File: src/rtl/wb_initiator_pkg.sv
// Shared definitions for Wishbone bus initiators: FSM state encodings and
// the default acknowledge timeout.
package wb_initiator_pkg;

  typedef enum logic [1:0] {
    ST_IDLE = 2'd0,
    ST_BUS  = 2'd1,
    ST_RESP = 2'd2
  } wb_state_e;

  localparam int unsigned WB_DEFAULT_TIMEOUT = 255;

endpackage

File: src/rtl/wb_timeout_ctr.sv
// Saturating acknowledge-wait counter.
// Ports:
//   clk, rstn : clock, async active-low reset
//   clr       : load zero (takes priority over en)
//   en        : count one wait cycle
//   expired   : counter has reached TIMEOUT (decoded from the count register)
module wb_timeout_ctr
  import wb_initiator_pkg::*;
#(
  parameter int unsigned TIMEOUT = WB_DEFAULT_TIMEOUT
) (
  input  logic clk,
  input  logic rstn,
  input  logic clr,
  input  logic en,
  output logic expired
);

  localparam int unsigned CW = $clog2(TIMEOUT + 1);

  logic [CW-1:0] cnt_q, cnt_d;

  assign expired = (cnt_q == CW'(TIMEOUT));

  // Holds at TIMEOUT instead of wrapping.
  always_comb begin
    cnt_d = cnt_q;
    if (clr) begin
      cnt_d = '0;
    end else if (en && !expired) begin
      cnt_d = cnt_q + CW'(1);
    end
  end

  always_ff @(posedge clk or negedge rstn) begin
    if (!rstn) begin
      cnt_q <= '0;
    end else begin
      cnt_q <= cnt_d;
    end
  end

endmodule

File: src/rtl/wb_initiator.sv
// Single-outstanding Wishbone classic initiator bridging a valid/ready host
// request/response interface onto the bus, with an acknowledge timeout.
// Ports:
//   clk, rstn                          : clock, async active-low reset
//   req_valid/req_ready/req_we/req_addr/req_wdata/req_sel : host request
//   rsp_valid/rsp_ready/rsp_rdata/rsp_err                 : host response
//   o_wb_cyc/stb/we/adr/dat/sel        : Wishbone initiator outputs
//   i_wb_rdt, i_wb_ack                 : Wishbone responder inputs
module wb_initiator
  import wb_initiator_pkg::*;
#(
  parameter int unsigned AW      = 32,
  parameter int unsigned DW      = 32,
  parameter int unsigned TIMEOUT = WB_DEFAULT_TIMEOUT
) (
  input  logic            clk,
  input  logic            rstn,
  input  logic            req_valid,
  output logic            req_ready,
  input  logic            req_we,
  input  logic [AW-1:0]   req_addr,
  input  logic [DW-1:0]   req_wdata,
  input  logic [DW/8-1:0] req_sel,
  output logic            rsp_valid,
  input  logic            rsp_ready,
  output logic [DW-1:0]   rsp_rdata,
  output logic            rsp_err,
  output logic            o_wb_cyc,
  output logic            o_wb_stb,
  output logic            o_wb_we,
  output logic [AW-1:0]   o_wb_adr,
  output logic [DW-1:0]   o_wb_dat,
  output logic [DW/8-1:0] o_wb_sel,
  input  logic [DW-1:0]   i_wb_rdt,
  input  logic            i_wb_ack
);

  wb_state_e       state_q, state_d;
  logic            we_q, we_d;
  logic [AW-1:0]   adr_q, adr_d;
  logic [DW-1:0]   dat_q, dat_d;
  logic [DW/8-1:0] sel_q, sel_d;
  logic [DW-1:0]   rdata_q, rdata_d;
  logic            err_q, err_d;
  logic            ctr_clr, ctr_en, ctr_expired;

  // Handshake and bus strobes are pure state decodes: no ack-to-output path,
  // and reset drops cyc without waiting for a clock edge.
  assign req_ready = (state_q == ST_IDLE);
  assign o_wb_cyc  = (state_q == ST_BUS);
  assign o_wb_stb  = (state_q == ST_BUS);
  assign rsp_valid = (state_q == ST_RESP);
  assign o_wb_we   = we_q;
  assign o_wb_adr  = adr_q;
  assign o_wb_dat  = dat_q;
  assign o_wb_sel  = sel_q;
  assign rsp_rdata = rdata_q;
  assign rsp_err   = err_q;

  wb_timeout_ctr #(
    .TIMEOUT (TIMEOUT)
  ) u_timeout_ctr (
    .clk     (clk),
    .rstn    (rstn),
    .clr     (ctr_clr),
    .en      (ctr_en),
    .expired (ctr_expired)
  );

  // Next-state and datapath load decisions.
  always_comb begin
    state_d = state_q;
    we_d    = we_q;
    adr_d   = adr_q;
    dat_d   = dat_q;
    sel_d   = sel_q;
    rdata_d = rdata_q;
    err_d   = err_q;
    ctr_clr = 1'b0;
    ctr_en  = 1'b0;

    unique case (state_q)
      ST_IDLE: begin
        if (req_valid) begin
          we_d    = req_we;
          adr_d   = req_addr;
          dat_d   = req_wdata;
          sel_d   = req_sel;
          ctr_clr = 1'b1;
          state_d = ST_BUS;
        end
      end
      ST_BUS: begin
        ctr_en = !i_wb_ack;
        // Ack is checked first so it wins over a coincident timeout.
        if (i_wb_ack) begin
          rdata_d = we_q ? '0 : i_wb_rdt;
          err_d   = 1'b0;
          state_d = ST_RESP;
        end else if (ctr_expired) begin
          rdata_d = '0;
          err_d   = 1'b1;
          state_d = ST_RESP;
        end
      end
      ST_RESP: begin
        if (rsp_ready) begin
          state_d = ST_IDLE;
        end
      end
      default: begin
        state_d = ST_IDLE;
      end
    endcase
  end

  always_ff @(posedge clk or negedge rstn) begin
    if (!rstn) begin
      state_q <= ST_IDLE;
      we_q    <= 1'b0;
      adr_q   <= '0;
      dat_q   <= '0;
      sel_q   <= '0;
      rdata_q <= '0;
      err_q   <= 1'b0;
    end else begin
      state_q <= state_d;
      we_q    <= we_d;
      adr_q   <= adr_d;
      dat_q   <= dat_d;
      sel_q   <= sel_d;
      rdata_q <= rdata_d;
      err_q   <= err_d;
    end
  end

endmodule

File: config.mk
export PLATFORM = sky130hd
export DESIGN_NAME = wb_initiator
export DESIGN_NICKNAME = d
export VERILOG_FILES = /design/src/rtl/wb_initiator_pkg.sv /design/src/rtl/wb_timeout_ctr.sv /design/src/rtl/wb_initiator.sv
export SDC_FILE = /design/constraint.sdc
export NUM_CORES = 1
export LEC_CHECK = 0
export ABC_AREA = 1
export CAP_MARGIN = 20
export CORE_UTILIZATION = 41
export CTS_CLUSTER_DIAMETER = 100
export DETAILED_ROUTE_END_ITERATION = 8
export PLACE_DENSITY = 0.8
export SYNTH_ARGS = -nofsm -noshare
export SYNTH_HDL_FRONTEND = slang
export SYNTH_SLANG_ARGS = --single-unit
File: constraint.sdc
create_clock -name clk -period 2.15 [get_ports clk]
set_clock_uncertainty 0.15 [all_clocks]
set_input_delay 0.3225 -clock clk [delete_from_list [all_inputs] [get_ports clk]]
set_output_delay 0.3225 -clock clk [all_outputs]
set_load 0.05 [all_outputs]
# Word level (Yosys, flattened, before mapping)
# Cells that the tools add are included.
# W data, S select, Z words.
# totals
inputBits	106
ff_bits	112
elab_cells	39
out_inout_bits	106
# op_classes
addsub	1
reduce_logical	9
mux	15
eq_ne	6
# ops
cell	n
$mux W32	3
$mux W8	2
$add A8 B1 Y8 const B	1
$eq A8 B8 Y1 const B	1
$mux W2	4
$pmux W2 S3	1
$mux W1	5
$reduce_and A2 Y1	2
$reduce_bool A2 Y1	2
$ne A3 B1 Y1 const B	1
$reduce_and A3 Y1	1
$eq A2 B1 Y1 const B	1
$eq A2 B2 Y1 const B	1
$logic_not A1 Y1	2
$logic_not A2 Y1	1
$ne A2 B1 Y1 const B	1
$ne A2 B2 Y1 const B	1
$logic_and A1 B1 Y1	1

# Longest topological paths before layout
# logic_depth
depth_word	5
ltp_mapped	10
depth_no_buf	9

# Cells and area by module
# From an unflattened synthesis, not the netlist that was laid out.
# unflattened
hier_cells	596
area_unflattened_um2	5688.0
# modules_own_cells
mod	instances	seq_area_each_um2	cells_per_inst	area_per_inst_um2
wb_initiator	1	2602.5	526	5180.0
wb_timeout_ctr	1	200.2	70	508.0

# Worst setup path before layout
# OpenSTA, ideal clock, no wires.
# synth_path
path_type	register to register
start	reg state_q[1]
end	reg u_timeout_ctr.cnt_q[2]
synth_period_minus_slack_ns	2.058
required_time_ns	1.883
arrival_ns	1.791
path_buffers	2
path_stages_with_launch	7
setup_time_ns	0.117
setup_slack_ns	0.092
cell_sequence	dfrtp_1 -> nor2_1 -> nand2_1 -> buf_2 -> buf_2 -> nand3_1 -> nand2_1
# synth_between
elab_cells_between_ends	7
classes_between	eq/ne (1); mux (3); reduce/logical (3)
# synth_lines
item	line_no	rtl
start, declared	wb_initiator.sv:38	wb_state_e state_q, state_d;
start signal, assigned	wb_initiator.sv:127	state_q <= state_d;
$logic_not A2 Y1 (*)	n/a	
net req_ready	wb_initiator.sv:19	output logic req_ready,
$mux W1 (*)	wb_initiator.sv:82	unique case (state_q)
$mux W8 or $reduce_bool A2 Y1 (tied branches)	n/a	
end signal, assigned	wb_timeout_ctr.sv:39	cnt_q <= cnt_d;
end, declared	wb_timeout_ctr.sv:21	logic [CW-1:0] cnt_q, cnt_d;
# Mark *: on every way through the listed nets, which the timed path passes. The rest lies on a longest branch.
# A chain may end at the register's enable or synchronous reset.

# Final worst setup path
# layout_path
start	reg adr_q[8] (netlist: o_wb_adr[8])
end	out o_wb_adr[8]
# layout_lines
item	line_no	rtl
start, declared	wb_initiator.sv:40	logic [AW-1:0] adr_q, adr_d;
start signal, assigned	wb_initiator.sv:129	adr_q <= adr_d;
end, declared	wb_initiator.sv:31	output logic [AW-1:0] o_wb_adr,
# No word-level cell between the ends.

==> run metrics <==
Crit Path Category register to output pin; Worst IR Drop VDD 968 uV; crit path DAT 1.55 ns; Cell Area, Placed 6790 sq um; CP max stage cell clkdlybuf4s50_1; Synth Area per Inst 8.74 sq um; Max Root-Sink Buffers 2; fmax 494 MHz; ant diodes 0; Die W 107 um; Required @ worst endpoint 1.68 ns; Post-route DRC 0; Area Overhead vs Synth 52.9%; HPWL Detailed 8.32 mm; total vias in the final route 4144; final setup fails 0; Gate power share 61.7%; die extent in y 107 um; Worst path top cell family by delay buffers and inverters; Die ar. 11500 sq um; Seq/Total Area, Yosys 61.7%; cells along the critical path clkdlybuf4s50_1; IO Port Bufs 211; CORE AREA 10800 sq um; RSZ-0062 raised after global routing false; # rows 38; hold_ws 0.288 ns; Final ANT Viol Nets 0; layout cells sized above 1 4.95%; YS warnings 0; Cell variety after synth 22; largest net degree at the start of global routing 68; fin util 64.1%; Reg clk slew, reported paths 0.09 ns; Cells after Synth 520; cell depth of the worst setup path 1; initial antenna violation count 0; worst reg-to-reg path cell count 9; leakage 0.00328 uW; first-pass GRT wire length 19.0 mm; fin area 6950 sq um; Least-Margin Pin Slew 0.527 ns; routed wire length 11.8 mm; Max H-tree Level 3; number of buffers created by CTS 9; Relative slew margins 64.8%; Clock power frac 8.6%; P per Cell Area 1760 nW/um^2; crit share post-route 94.2%; drt via density 4.78; GRT overflow 0; clock tree sinks 112; outcome finished clean; switch share 51.9%; Sw Pwr 6350 uW; worst-path maximum fanout 2; clock latency on the worst-skew pair 0.35 ns; Hold Crit Class input pin to asynchronous set/reset pin; sequential share of power 29.7%; setup slack, reg-to-reg 0.44 ns; Mapped Area 4540 sq um; GPL Wtd Cong 0.811; vias in the first global route 3977; global-route total usage across every layer 20.8%; #FFs+latches synth 112; nets@finish 830; post-synthesis net count 627; Hold Fails Final Rpt 0; MaxCap Viol Count 0; setup TNS 0 ns; 1st-pass router iterations 5; min Tclk post-route 2.02 ns; crit-path max cell delay 0.82 ns; starting density of the core 41.9%; CTS tree built; Crit. End Element output pin; Max Slew Vio Count 0; CP bufs+invs 1; Clock Root Buffer clkbuf_8; Starting DRT DRC Count 337; CP Launch Type register; cell-internal power 5890 uW; Avg WL per Cell 13.6 um; io pins 212
## layout by cell type (no fill, tap or decap), types with 9 or more instances in the layout
master,n
clkbuf_8,9
nand2_1,266
o21ai_1,26
nor2_1,12
buf_4,10
inv_1,10
dfrtp_1,112
clkdlybuf4s50_1,206
nand3_1,39
## final timing paths
| check | start | to |
|---|---|---|
| min in group clk | o_wb_adr[7] | o_wb_adr[7] |
| worst max register to register | u_timeout_ctr.cnt_q[1] | rsp_rdata[3] |
| worst max-delay path | o_wb_adr[8] | o_wb_adr[8] |
| worst min-delay path | rstn | o_wb_dat[0] |
| max in group asynchronous | rstn | o_wb_adr[6] |
| worst min register to register | o_wb_adr[7] | o_wb_adr[7] |
## routing by layer
metal	routed length (um)	up-vias	track usage [%]
li1	-	2021	-
met1	5190	1940	27.2
met2	5450	166	32.8
met3	948	17	5.51
met4	211	0	8.71
met5	0	-	0
## final cells by class
| cell class | instances | area, sq um |
|---|---|---|
| clock buffer | 14 | 143 |
| clock inverter | 1 | 5.00 |
| fill | 912 | 3890 |
| inverter | 11 | 41.3 |
| multi-input combinational | 367 | 1540 |
| sequential | 112 | 2800 |
| tap | 140 | 175 |
| timing repair buffer | 222 | 2250 |
## state kept, by name (all words and copies together), names as in the netlist
name,cells
o_wb_dat,32
rsp_rdata,32
u_timeout_ctr.cnt_q,8
o_wb_we,1
rsp_err,1
o_wb_adr,32
state_q,2
o_wb_sel,4
## power groups by stage
stage / clock (uW) / combinational [uW] / sequential (uW)
finish: 1060 / 7550 / 3630
floorplan: 0 / 1630 / 6920
detailed placement: 0 / 7590 / 3650
global route: 1190 / 7980 / 3740
CTS: 1110 / 7600 / 3630
global placement: 0 / 7480 / 3610
## stage by stage
step / instances / total power [uW] / setup slack, ns
after CTS: 867 / 12300 / 0.0932
after floorplan: 520 / 8550 / 0.0922
final: 867 / 12200 / 0.125
after global placement: 851 / 11100 / 0.306
after global routing: 867 / 12900 / 0.0605
after detailed placement: 851 / 11200 / 0.251
## synth_stat cells, drive strengths merged
| cell | instances | area share, % |
|---|---|---|
| clkbuf | 9 | 0.77 |
| nand3 | 39 | 4.3 |
| nand2 | 271 | 23 |
| xor2 | 3 | 0.58 |
| nand4 | 2 | 0.28 |
| dfrtp | 112 | 62 |
| inv | 11 | 0.91 |
| nor3 | 1 | 0.11 |
| nor2 | 13 | 1.1 |
| o31ai | 1 | 0.17 |
| buf | 21 | 2.9 |
| o21ai | 35 | 4.2 |
| ha | 1 | 0.28 |
| a21oi | 1 | 0.11 |
## timing repair
item                                   4_1_cts  5_1_grt
resized for setup                            0        0
buffers inserted                             0        0
endpoints found under the hold margin       28        0
hold buffers                                 1        0
## logic make-up (layout without fill, tap and decap cells)
kind of cell    after synthesis  in the layout  synth area share (%)
compound gates               37             37                  4.46
xor+xnor                      3              3                 0.578
fa+ha+maj                     1              1                 0.275
buf+inv                      41            248                  4.60
flops                       112            112                  61.7
simple gates                326            326                  28.4
No activity file was read; power rests on OpenSTA's default activity.
